## config.mk

```make
export PLATFORM = sky130hd
export DESIGN_NAME = serial_word_collector
export DESIGN_NICKNAME = d
export VERILOG_FILES = /design/src/rtl/serial_pkg.sv /design/src/rtl/serial_word_collector_sipo_shift_reg.sv /design/src/rtl/serial_word_collector.sv
export SDC_FILE = /design/constraint.sdc
export NUM_CORES = 1
export LEC_CHECK = 0
export ABC_AREA = 1
export CELL_PAD_IN_SITES_DETAIL_PLACEMENT = 0
export CELL_PAD_IN_SITES_GLOBAL_PLACEMENT = 1
export CORE_MARGIN = 2
export CORE_UTILIZATION = 36
export DETAILED_ROUTE_END_ITERATION = 10
export GPL_TIMING_DRIVEN = 0
export PLACE_DENSITY = 0.85
export SYNTH_ARGS = -nofsm -noshare
export SYNTH_HDL_FRONTEND = slang
export SYNTH_SLANG_ARGS = --single-unit
```

## constraint.sdc

```tcl
create_clock -name clk -period 1.5 [get_ports clk]
set_input_delay 0.225 -clock clk [delete_from_list [all_inputs] [get_ports clk]]
set_output_delay 0.225 -clock clk [all_outputs]
set_load 0.05 [all_outputs]
```

## src/rtl/serial_pkg.sv

```systemverilog
// Shared definitions for the serial word collector: FSM state encoding and
// bit-counter sizing.
package serial_pkg;

    typedef enum logic [1:0] {
        IDLE  = 2'd0,
        SHIFT = 2'd1,
        FULL  = 2'd2
    } state_t;

    // Enough bits to count from 0 up to and including width.
    function automatic int bitCountWidth(input int width);
        return $clog2(width + 1);
    endfunction

endpackage

```

## src/rtl/serial_word_collector_sipo_shift_reg.sv

```systemverilog
// Serial-in parallel-out shift register holding the partial word; the shift
// direction is selected at build time.
module sipo_shift_reg #(
    parameter int WIDTH     = 8,
    parameter bit MSB_FIRST = 1'b1
) (
    input  logic             clk,
    input  logic             reset,
    input  logic             shift_en,
    input  logic             d,
    output logic [WIDTH-1:0] q
);

    logic [WIDTH-1:0] r_sreg;
    logic [WIDTH-1:0] w_shifted;

    generate
        if (MSB_FIRST) begin : g_msbFirst
            assign w_shifted = {r_sreg[WIDTH-2:0], d};
        end else begin : g_lsbFirst
            assign w_shifted = {d, r_sreg[WIDTH-1:1]};
        end
    endgenerate

    always_ff @(posedge clk) begin
        if (reset) begin
            r_sreg <= '0;
        end else if (shift_en) begin
            r_sreg <= w_shifted;
        end
    end

    assign q = r_sreg;

endmodule

```

## src/rtl/serial_word_collector.sv

```systemverilog
// Assembles a qualified serial bit stream into WIDTH-bit words and presents
// them on a valid/ready handshake, with a sticky overrun flag for dropped bits.
module serial_word_collector
    import serial_pkg::*;
#(
    parameter int WIDTH     = 8,
    parameter bit MSB_FIRST = 1'b1
) (
    input  logic                              clk,
    input  logic                              reset,
    input  logic                              d,
    input  logic                              d_valid,
    input  logic                              frame_start,
    output logic [WIDTH-1:0]                  word_out,
    output logic                              word_valid,
    input  logic                              word_ready,
    output logic [bitCountWidth(WIDTH)-1:0]   bit_count,
    output logic                              overrun
);

    localparam int CW = bitCountWidth(WIDTH);

    state_t           r_state;
    state_t           w_nextState;
    logic [CW-1:0]    r_bitCount;
    logic [CW-1:0]    w_nextCount;
    logic [CW-1:0]    w_countInc;
    logic [WIDTH-1:0] r_wordOut;
    logic             r_overrun;
    logic             w_accept;
    logic             w_latchWord;
    logic             w_dropBit;
    logic [WIDTH-1:0] w_partial;
    logic [WIDTH-1:0] w_nextWord;
    logic             w_unusedBit;

    assign w_accept   = d_valid & ((r_state != FULL) | word_ready);
    assign w_countInc = r_bitCount + CW'(1);

    sipo_shift_reg #(
        .WIDTH     (WIDTH),
        .MSB_FIRST (MSB_FIRST)
    ) u_sipo (
        .clk      (clk),
        .reset    (reset),
        .shift_en (w_accept),
        .d        (d),
        .q        (w_partial)
    );

    // The output register captures the word as it will look after this
    // edge's shift, so word_out is valid in the same cycle as word_valid.
    generate
        if (MSB_FIRST) begin : g_msbWord
            assign w_nextWord  = {w_partial[WIDTH-2:0], d};
            assign w_unusedBit = w_partial[WIDTH-1];
        end else begin : g_lsbWord
            assign w_nextWord  = {d, w_partial[WIDTH-1:1]};
            assign w_unusedBit = w_partial[0];
        end
    endgenerate

    always_ff @(posedge clk) begin
        if (reset) begin
            r_state <= IDLE;
        end else begin
            r_state <= w_nextState;
        end
    end

    always_comb begin
        w_nextState = r_state;
        w_nextCount = r_bitCount;
        w_latchWord = 1'b0;
        w_dropBit   = 1'b0;
        case (r_state)
            IDLE: begin
                if (d_valid) begin
                    w_nextCount = CW'(1);
                    w_nextState = SHIFT;
                end
            end
            SHIFT: begin
                if (d_valid) begin
                    // A new frame abandons the partial word; stale bits are
                    // shifted out before the new word can complete.
                    if (frame_start) begin
                        w_nextCount = CW'(1);
                    end else if (w_countInc == CW'(WIDTH)) begin
                        w_nextCount = '0;
                        w_latchWord = 1'b1;
                        w_nextState = FULL;
                    end else begin
                        w_nextCount = w_countInc;
                    end
                end
            end
            FULL: begin
                if (word_ready) begin
                    if (d_valid) begin
                        w_nextCount = CW'(1);
                        w_nextState = SHIFT;
                    end else begin
                        w_nextState = IDLE;
                    end
                end else if (d_valid) begin
                    w_dropBit = 1'b1;
                end
            end
            default: begin
                w_nextState = IDLE;
                w_nextCount = '0;
            end
        endcase
    end

    always_ff @(posedge clk) begin
        if (reset) begin
            r_bitCount <= '0;
            r_wordOut  <= '0;
            r_overrun  <= 1'b0;
        end else begin
            r_bitCount <= w_nextCount;
            if (w_latchWord) begin
                r_wordOut <= w_nextWord;
            end
            if (w_dropBit) begin
                r_overrun <= 1'b1;
            end
        end
    end

    assign word_out   = r_wordOut;
    assign word_valid = (r_state == FULL);
    assign bit_count  = r_bitCount;
    assign overrun    = r_overrun;

endmodule
```

Word level (Yosys, flattened, before mapping)
Cells that the tools add are included.

word-level totals
  register bits after elaboration = 22
  output and inout port bits = 14

cells by class
  add/sub/neg operators = 1
  equality and inequality tests = 9
  bitwise operators = 2
  reduce and logical (&&, ||, !) cells = 3
  muxes and demuxes = 20

operators with widths
  cell                                                    number
  2-to-1 mux 4 bit                                        5
  one-hot mux 4 bit (3 select lines)                      1
  2-to-1 mux 2 bit                                        5
  inequality test 2 bit (second input constant)           5
  2-to-1 mux 1 bit                                        8
  one-hot mux 2 bit (3 select lines)                      1
  AND reduction 5 bit                                     1
  adder 4 x 1 -> 4 bit (second input constant)            1
  equality test 4 bit (second input constant)             1
  equality test 2 x 1 -> 1 bit (second input constant)    1
  equality test 2 bit (second input constant)             1
  logical NOT 2 bit                                       1
  inequality test 2 x 1 -> 1 bit (second input constant)  1
  AND reduction 2 bit                                     1
  AND 1 bit                                               1
  bitwise OR 1 bit                                        1

Longest topological paths before layout
Gate-level depths: netlist of the first run.

  depth after elaboration = 6
  depth in mapped cells = 7

Hierarchy
Synthesis of the first run repeated with hierarchy kept, for this count alone.

unflattened totals
  cells, all modules = 171
  area, all modules = 1188.6 um^2

modules (own cells, without submodules)
  module                 instances  cells an instance  sequential area each (um^2)  area an instance (um^2)
  serial_word_collector  1          120                300.3                        847.1
  sipo_shift_reg         1          51                 160.2                        341.6

Worst setup path before layout of the first run
OpenSTA, ideal clock, no wires.

  path type = register to register
  from = register r_bitCount[0] (netlist: bit_count[0])
  to = register r_wordOut[0] (netlist: word_out[0])
  stages on the path, launching flop included = 8
  path slack = -0.112 ns
  required time = 1.436 ns
  library setup time = 0.064 ns
  path buffers = 0
  arrival time = 1.548 ns
  clock period less this slack = 1.612 ns
  path through = dfxtp_1 ha_1 nand2_2 nor2_8 nand3_4 nand2_1 inv_1 nor2_1

between the ends
  longest elaborated chain between the ends = 6

ends and longest elaborated chain
  item                    line                          text
  from (decl)             serial_word_collector.sv:25   logic [CW-1:0] r_bitCount;
  from (signal assigned)  serial_word_collector.sv:123  r_bitCount <= w_nextCount;
  adder 4 x 1 -> 4 bit    serial_word_collector.sv:38   assign w_countInc = r_bitCount + CW'(1);
  equality test 4 bit     serial_word_collector.sv:89   end else if (w_countInc == CW'(WIDTH)) begin
  2-to-1 mux 1 bit        serial_word_collector.sv:89
  2-to-1 mux 1 bit        serial_word_collector.sv:87   if (frame_start) begin
  2-to-1 mux 1 bit        serial_word_collector.sv:84   if (d_valid) begin
  2-to-1 mux 1 bit        serial_word_collector.sv:76   case (r_state)
  to (signal assigned)    serial_word_collector.sv:125  r_wordOut <= w_nextWord;
  to (decl)               serial_word_collector.sv:28   logic [WIDTH-1:0] r_wordOut;

Every way passes these cells.
A chain may end at the register's enable or synchronous reset.

Worst setup path in the final report of the first run
  from = register r_bitCount[0] (netlist: bit_count[0])
  to = output port bit_count[0]

RTL lines
  item       line                         text
  to (decl)  serial_word_collector.sv:17  output logic [bitCountWidth(WIDTH)-1:0] bit_count,

No word-level cell between the ends.

==> flow_summary_export.csv, run 1 <==
group,metric,value,unit
worst_setup_path,slowest_stage,"clkdlybuf4s15_1",
die,dieArea,0.00339,mm²
worst_setup_path,cp-start-kind,"register",
finish,diodes,0,
yosys,yosysWarnings,0,
timing,rsz0062_at_grt,"false",
worst_setup_path,path_cells,"clkdlybuf4s15_1",
detailed_routing,first_iter_violations,26,
clock_network,path_clk_slew,0.12,ns
worst_setup_path,r2r_cells,7,
power_and_ir_drop,p_total,1070,µW
timing,slew_viol_final,0,
hold_path,min_from,"u_sipo.q[6]$_SDFFE_PP0P_",
hold_path,holdPathEnd,"u_sipo.q[6]$_SDFFE_PP0P_",
clock_network,cts.htree.levels,1,
die,num_rows,19,
detailed_routing,drcViolationCount,0,
flow_run,maxCapViolations,0,
clock_network,cts_tree,"yes",
yosys,synth_compound_area_frac,0.110,
timing,min_period,1.44,ns
finish,drive_above_1_share,0.162,
worst_setup_path,endpoint_kind,"primary output",
yosys,synth_top_family_by_area,"simple AND/OR/NAND/NOR gates",
finish,final_cell_mix,"31 x inv_1, 24 x nand2_1, 19 x dfxtp_1",
timing,hold-worst-slack,0.459,ns
worst_setup_path,critPathKind,"register to primary output",
power_and_ir_drop,vdd_drop_max,0.000429,V
timing,setup_viol,0,
global_routing,grt_max_degree,13,
detailed_routing,wire_per_inst,10.3,µm
die,io_pins,20,
worst_setup_path,arrival,1.21,ns
worst_setup_path,critPathRequiredTime,1.27,ns
yosys,synth_xor_area_frac,0,
place,dp_hpwl,1530,µm
yosys,synth_top_flop_cell,"dfxtp_1",
yosys,synthSimpleGateAreaFrac,0.315,
place,io_buffer_count,19,
clock_network,clk_latency,0.31,ns
detailed_routing,dr.pass1.iters,4,
timing,worst_pin_slew,0.504,ns
yosys,synth_mux_area_frac,0,
global_routing,antenna_found_initial,0,
die,core_region_area,0.00278,mm²
worst_setup_path,reg2reg_to,"word_out[4]$_SDFFE_PP0P_",
timing,timing.final.crit_share,0.959,
detailed_routing,routed_wl,2050,µm
die,dieHeight,58.3,µm
finish,syn_to_final_growth,22.9,%
clock_network,cts-root-buf,"clkbuf_4",
clock_network,cts_sinks,22,
finish,fillers,281,
power_and_ir_drop,p_leak,0.000647,µW
power_and_ir_drop,p_per_area,823,mW/mm²
yosys,syn-num-nets,151,
detailed_routing,via_per_inst,4.66,
global_routing,grt_pass1_wl,3720,µm
die,die_x,58.3,µm
global_routing,grtUsageTotal,0.143,
clock_network,clk_path_buf_depth,2,
place,placed_area,0.00129,mm²
timing,relSlewSlack,0.665,
yosys,netlist-cell-type-count,21,
status,status,"finished, final reports clean",
timing,finalClockSkew,0.00177,ns
timing,final_hold_viol_count,0,
finish,nets,175,
finish,final_util,0.468,
yosys,synthArstFlopShare,0,
worst_setup_path,crit_buf_inv,1,
worst_setup_path,r2r_setup_slack,0.19,ns
worst_setup_path,cpLargestDelayFamily,"buffers and inverters",
yosys,synth_seq_cells,22,
yosys,syn_area_per_cell,7.36,µm²
clock_network,post_cts_buffers,0,
yosys,synth_edf_count,0,
place,globalplace.congestion,0.824,
global_routing,grt_pass1_vias,881,
worst_setup_path,r2r-start,"bit_count[0]$_SDFFE_PP0P_",
yosys,syn_area,0.00106,mm²
clock_network,cts_buffers,3,
die,initial_core_util,0.381,
yosys,synth_fa_ha_area_frac,0.0118,
finish,final_common_cell,"inv_1",
yosys,seq_area_frac_synth,0.416,
hold_path,hold_class,"register to register",
worst_setup_path,path_max_fanout,6,
worst_setup_path,slowest_delay,0.51,ns
yosys,netlist_instances,144,
detailed_routing,final_antenna_net_count,0,
hold_path,hold_depth,2,
detailed_routing,vias,923,
global_routing,overflow,0,
timing,max_freq,695,MHz
finish,final_area,0.00130,mm²
==> report_power, final <==
part	switching [µW]	leakage (µW)	internal (µW)
combinational	79.6	0.000445	47.1
clock	182	0.0000210	148
sequential	12.2	0.000181	603
total	274	0.000647	798
==> metal layers <==
metal  GRT usage  wire length (µm)  vias to the layer above
li1            -                 -                      495
met1       0.177               956                      404
met2       0.244               981                       19
met3      0.0268                73                        5
met4      0.0598                35                        0
met5           0                 0                        -
==> worst max-delay path by stage <==
stage                              startpoint                        to  depth (start not counted)
finish              bit_count[0]$_SDFFE_PP0P_              bit_count[0]                          1
global route          r_state[0]$_SDFFE_PP0P_                word_valid                          4
CTS                 bit_count[2]$_SDFFE_PP0P_              bit_count[2]                          1
detailed placement    r_state[1]$_SDFFE_PP0P_                word_valid                          3
global placement      r_state[1]$_SDFFE_PP0P_                word_valid                          3
floorplan           bit_count[2]$_SDFFE_PP0P_  word_out[0]$_SDFFE_PP0P_                          6
==> synthesized netlist by cell type, types with 4 or more instances <==
library cell | count | area [µm²]
dfxtp_1 | 22 | 440
nand2_1 | 24 | 90.1
nand3_1 | 4 | 20.0
nor2_1 | 12 | 45.0
nand4_1 | 9 | 56.3
o21ai_0 | 8 | 40.0
inv_1 | 31 | 116
nand2_2 | 4 | 25.0
a21oi_1 | 13 | 65.1
==> cells by family (layout without fill, tap and decap cells) <==
family | count (synthesis) | count (layout)
fa+ha+maj | 1 | 1
compound gates | 23 | 23
simple gates | 61 | 61
flops | 22 | 22
buf+inv | 37 | 60
==> metrics by stage <==
step / cells / TNS [ns] / setup WS (ns)
finish: 198 / 0 / 0.0617
global route: 198 / 0 / 0.00760
CTS: 198 / 0 / 0.0158
detailed placement: 194 / -0.764 / -0.135
global placement: 194 / -0.528 / -0.110
floorplan: 144 / 0 / 0.0869
==> flip-flops by register name, summed over array words and instances (netlist names) <==
signal,flops
word_out,8
bit_count,4
u_sipo.q,7
r_state,2
overrun,1
==> tightest hold or removal path, stage by stage (launching register included) <==
cell     delay, ns
dfxtp_1       0.32
inv_1         0.06
a21oi_1       0.05
==> layout make-up <==
type	instances	area [µm²]	share of cell area
clock buffer	4	36.3	0.0279
inverter	33	124	0.0951
tap	31	38.8	0.0298
multi-input combinational	85	463	0.355
buffer	4	32.5	0.0250
sequential	22	444	0.341
timing repair buffer	19	164	0.126
==> timing repair <==
item                                    in CTS  in global routing
hold endpoints to repair                     0                  0
cloned                                       0                  0
resized for setup                           20                  5
endpoints found under the setup margin      14                  4
hold buffers                                 0                  0
No activity file was read; power rests on OpenSTA's default activity.
==> run 2, diff against run 1 <==
--- a/config.mk
+++ b/config.mk
@@ -9,10 +9,10 @@
 export CELL_PAD_IN_SITES_DETAIL_PLACEMENT = 0
 export CELL_PAD_IN_SITES_GLOBAL_PLACEMENT = 1
 export CORE_MARGIN = 2
-export CORE_UTILIZATION = 36
+export CORE_UTILIZATION = 37
 export DETAILED_ROUTE_END_ITERATION = 10
-export GPL_TIMING_DRIVEN = 0
-export PLACE_DENSITY = 0.85
+export DONT_BUFFER_PORTS = 1
+export PLACE_DENSITY = 0.74
 export SYNTH_ARGS = -nofsm -noshare
 export SYNTH_HDL_FRONTEND = slang
 export SYNTH_SLANG_ARGS = --single-unit
==> flow_summary_export.csv, run 2 (synthesis results as in run 1) <==
group,metric,value,unit
detailed_routing,vias,856,
finish,largest_register_ffs,8,
worst_setup_path,arrival,1.15,ns
hold_path,hold_depth,2,
status,status,"finished, final reports clean",
die,dieArea,0.00331,mm²
detailed_routing,met1Wirelength,1050,µm
worst_setup_path,r2r_setup_slack,0.19,ns
worst_setup_path,crit_start,"r_state[0]$_SDFFE_PP0P_",
clock_network,post_cts_buffers,0,
die,die_x,57.5,µm
timing,timing.final.crit_share,0.917,
finish,drive_above_1_share,0.172,
worst_setup_path,path_max_fanout,5,
detailed_routing,final_antenna_net_count,0,
timing,setup_viol,0,
detailed_routing,met2_length,805,µm
die,num_rows,19,
die,io_pins,20,
clock_network,cts.htree.levels,1,
power_and_ir_drop,vdd_drop_max,0.000409,V
power_and_ir_drop,p_leak,0.000533,µW
global_routing,antenna_found_initial,0,
detailed_routing,wire_per_inst,10.9,µm
die,dieHeight,57.5,µm
finish,syn_to_final_growth,9.80,%
detailed_routing,dr.pass1.iters,4,
detailed_routing,via_per_inst,4.70,
finish,final_common_cell,"inv_1",
timing,fin_setup_tns,0,ns
worst_setup_path,reg2reg_to,"word_out[4]$_SDFFE_PP0P_",
detailed_routing,highest-signal-layer,"met4",
timing,min_period,1.37,ns
finish,fillers,281,
detailed_routing,drcViolationCount,0,
detailed_routing,first_iter_violations,38,
timing,hold-worst-slack,0.0746,ns
place,dpl.cell_count,177,
die,core_region_area,0.00273,mm²
clock_network,cts_tree,"yes",
die,initial_core_util,0.388,
clock_network,clk_path_buf_depth,2,
detailed_routing,wl_met3,114,µm
hold_path,hold_class,"input pin to register",
place,dp_hpwl,1490,µm
power_and_ir_drop,p_per_area,907,mW/mm²
power_and_ir_drop,p_total,1060,µW
timing,slew_viol_final,0,
worst_setup_path,r2r-start,"bit_count[0]$_SDFFE_PP0P_",
clock_network,path_clk_slew,0.13,ns
clock_network,cts_buffers,3,
clock_network,cts-root-buf,"clkbuf_4",
worst_setup_path,r2r_cells,7,
clock_network,cts_sinks,22,
worst_setup_path,endpoint_kind,"primary output",
global_routing,grt_max_degree,18,
timing,worst_pin_slew,0.512,ns
place,globalplace.congestion,0.868,
finish,nets,159,
global_routing,grtUsageTotal,0.129,
flow_run,maxCapViolations,0,
place,io_buffer_count,0,
global_routing,grt_pass1_wl,3390,µm
global_routing,overflow,0,
worst_setup_path,critPathRequiredTime,1.27,ns
timing,finalClockSkew,0.00457,ns
global_routing,grt_pass1_vias,740,
timing,relSlewSlack,0.658,
worst_setup_path,cp-start-kind,"register",
finish,diodes,0,
worst_setup_path,critPathKind,"register to primary output",
clock_network,clk_latency,0.31,ns
timing,final_hold_viol_count,0,
timing,max_freq,727,MHz
timing,rsz0062_at_grt,"false",
finish,final_cell_mix,"30 x inv_1, 24 x nand2_1, 20 x dfxtp_1",
worst_setup_path,crit_end,"word_valid",
finish,final_cells,182,
detailed_routing,routed_wl,1980,µm
## run 2: cell types whose count changed in the layout (fill, tap and decap cells not counted), sizes merged
cell,previous run,this run
buf,5,6
clkbuf,6,4
clkdlybuf4s15,2,0
clkdlybuf4s50,5,0
clkinvlp,0,1
dlygate4sd2,9,0
dlygate4sd3,0,1
inv,33,32
## run 2: worst max-delay path, cell delays in order, from the launching register on
cell and delay, ns:
dfxtp_1 0.39, inv_2 0.09, nand2_1 0.11, clkinvlp_4 0.26
## run 2: report_power, final
part	leakage [µW]	switching, µW	internal, µW
clock network	0.0000210	188	148
logic	0.000331	73.7	31.1
registers	0.000180	11.6	603
## run 2: repair_timing
| action | 4_1_cts | 5_1_grt |
|---|---|---|
| hold endpoints to repair | 5 | 0 |
| setup endpoints to repair | 0 | 1 |
| hold buffers | 1 | 0 |
| resized for setup | 0 | 1 |
## run 2: worst min-delay path by stage
| stage | startpoint | slack (ns) | end |
|---|---|---|---|
| after detailed placement | reset | 0.29 | bit_count[0]$_SDFFE_PP0P_ |
| after floorplan | reset | 0.29 | bit_count[0]$_SDFFE_PP0P_ |
| after global routing | d_valid | 0.07 | r_state[0]$_SDFFE_PP0P_ |
| final | d_valid | 0.07 | overrun$_SDFFE_PP0P_ |
| after global placement | reset | 0.29 | bit_count[0]$_SDFFE_PP0P_ |
| after CTS | d_valid | 0.06 | overrun$_SDFFE_PP0P_ |
## run 2: routing by layer
| metal | up-vias | GRT usage |
|---|---|---|
| li1 | 465 | - |
| met1 | 369 | 0.197 |
| met2 | 20 | 0.169 |
| met3 | 2 | 0.0340 |
| met4 | 0 | 0.0498 |
| met5 | - | 0 |
## run 2: metrics by stage
stage	util	cell area [µm²]	setup slack (ns)
2_1_floorplan	-	1060	0.0869
4_1_cts	0.424	1160	0.0448
3_5_place_dp	0.407	1110	0.205
6_report	0.426	1160	0.125
5_1_grt	0.426	1160	0.0409
3_3_place_gp	0.407	1110	0.250
## run 2: layout make-up
type / instances / area, µm² / area share
multi-input cells: 85 / 463 / 0.398
flip-flops and latches: 22 / 443 / 0.381
inverters: 33 / 128 / 0.110
repair buffers: 7 / 55.1 / 0.0473
well taps: 31 / 38.8 / 0.0333
clock buffers: 4 / 36.3 / 0.0312
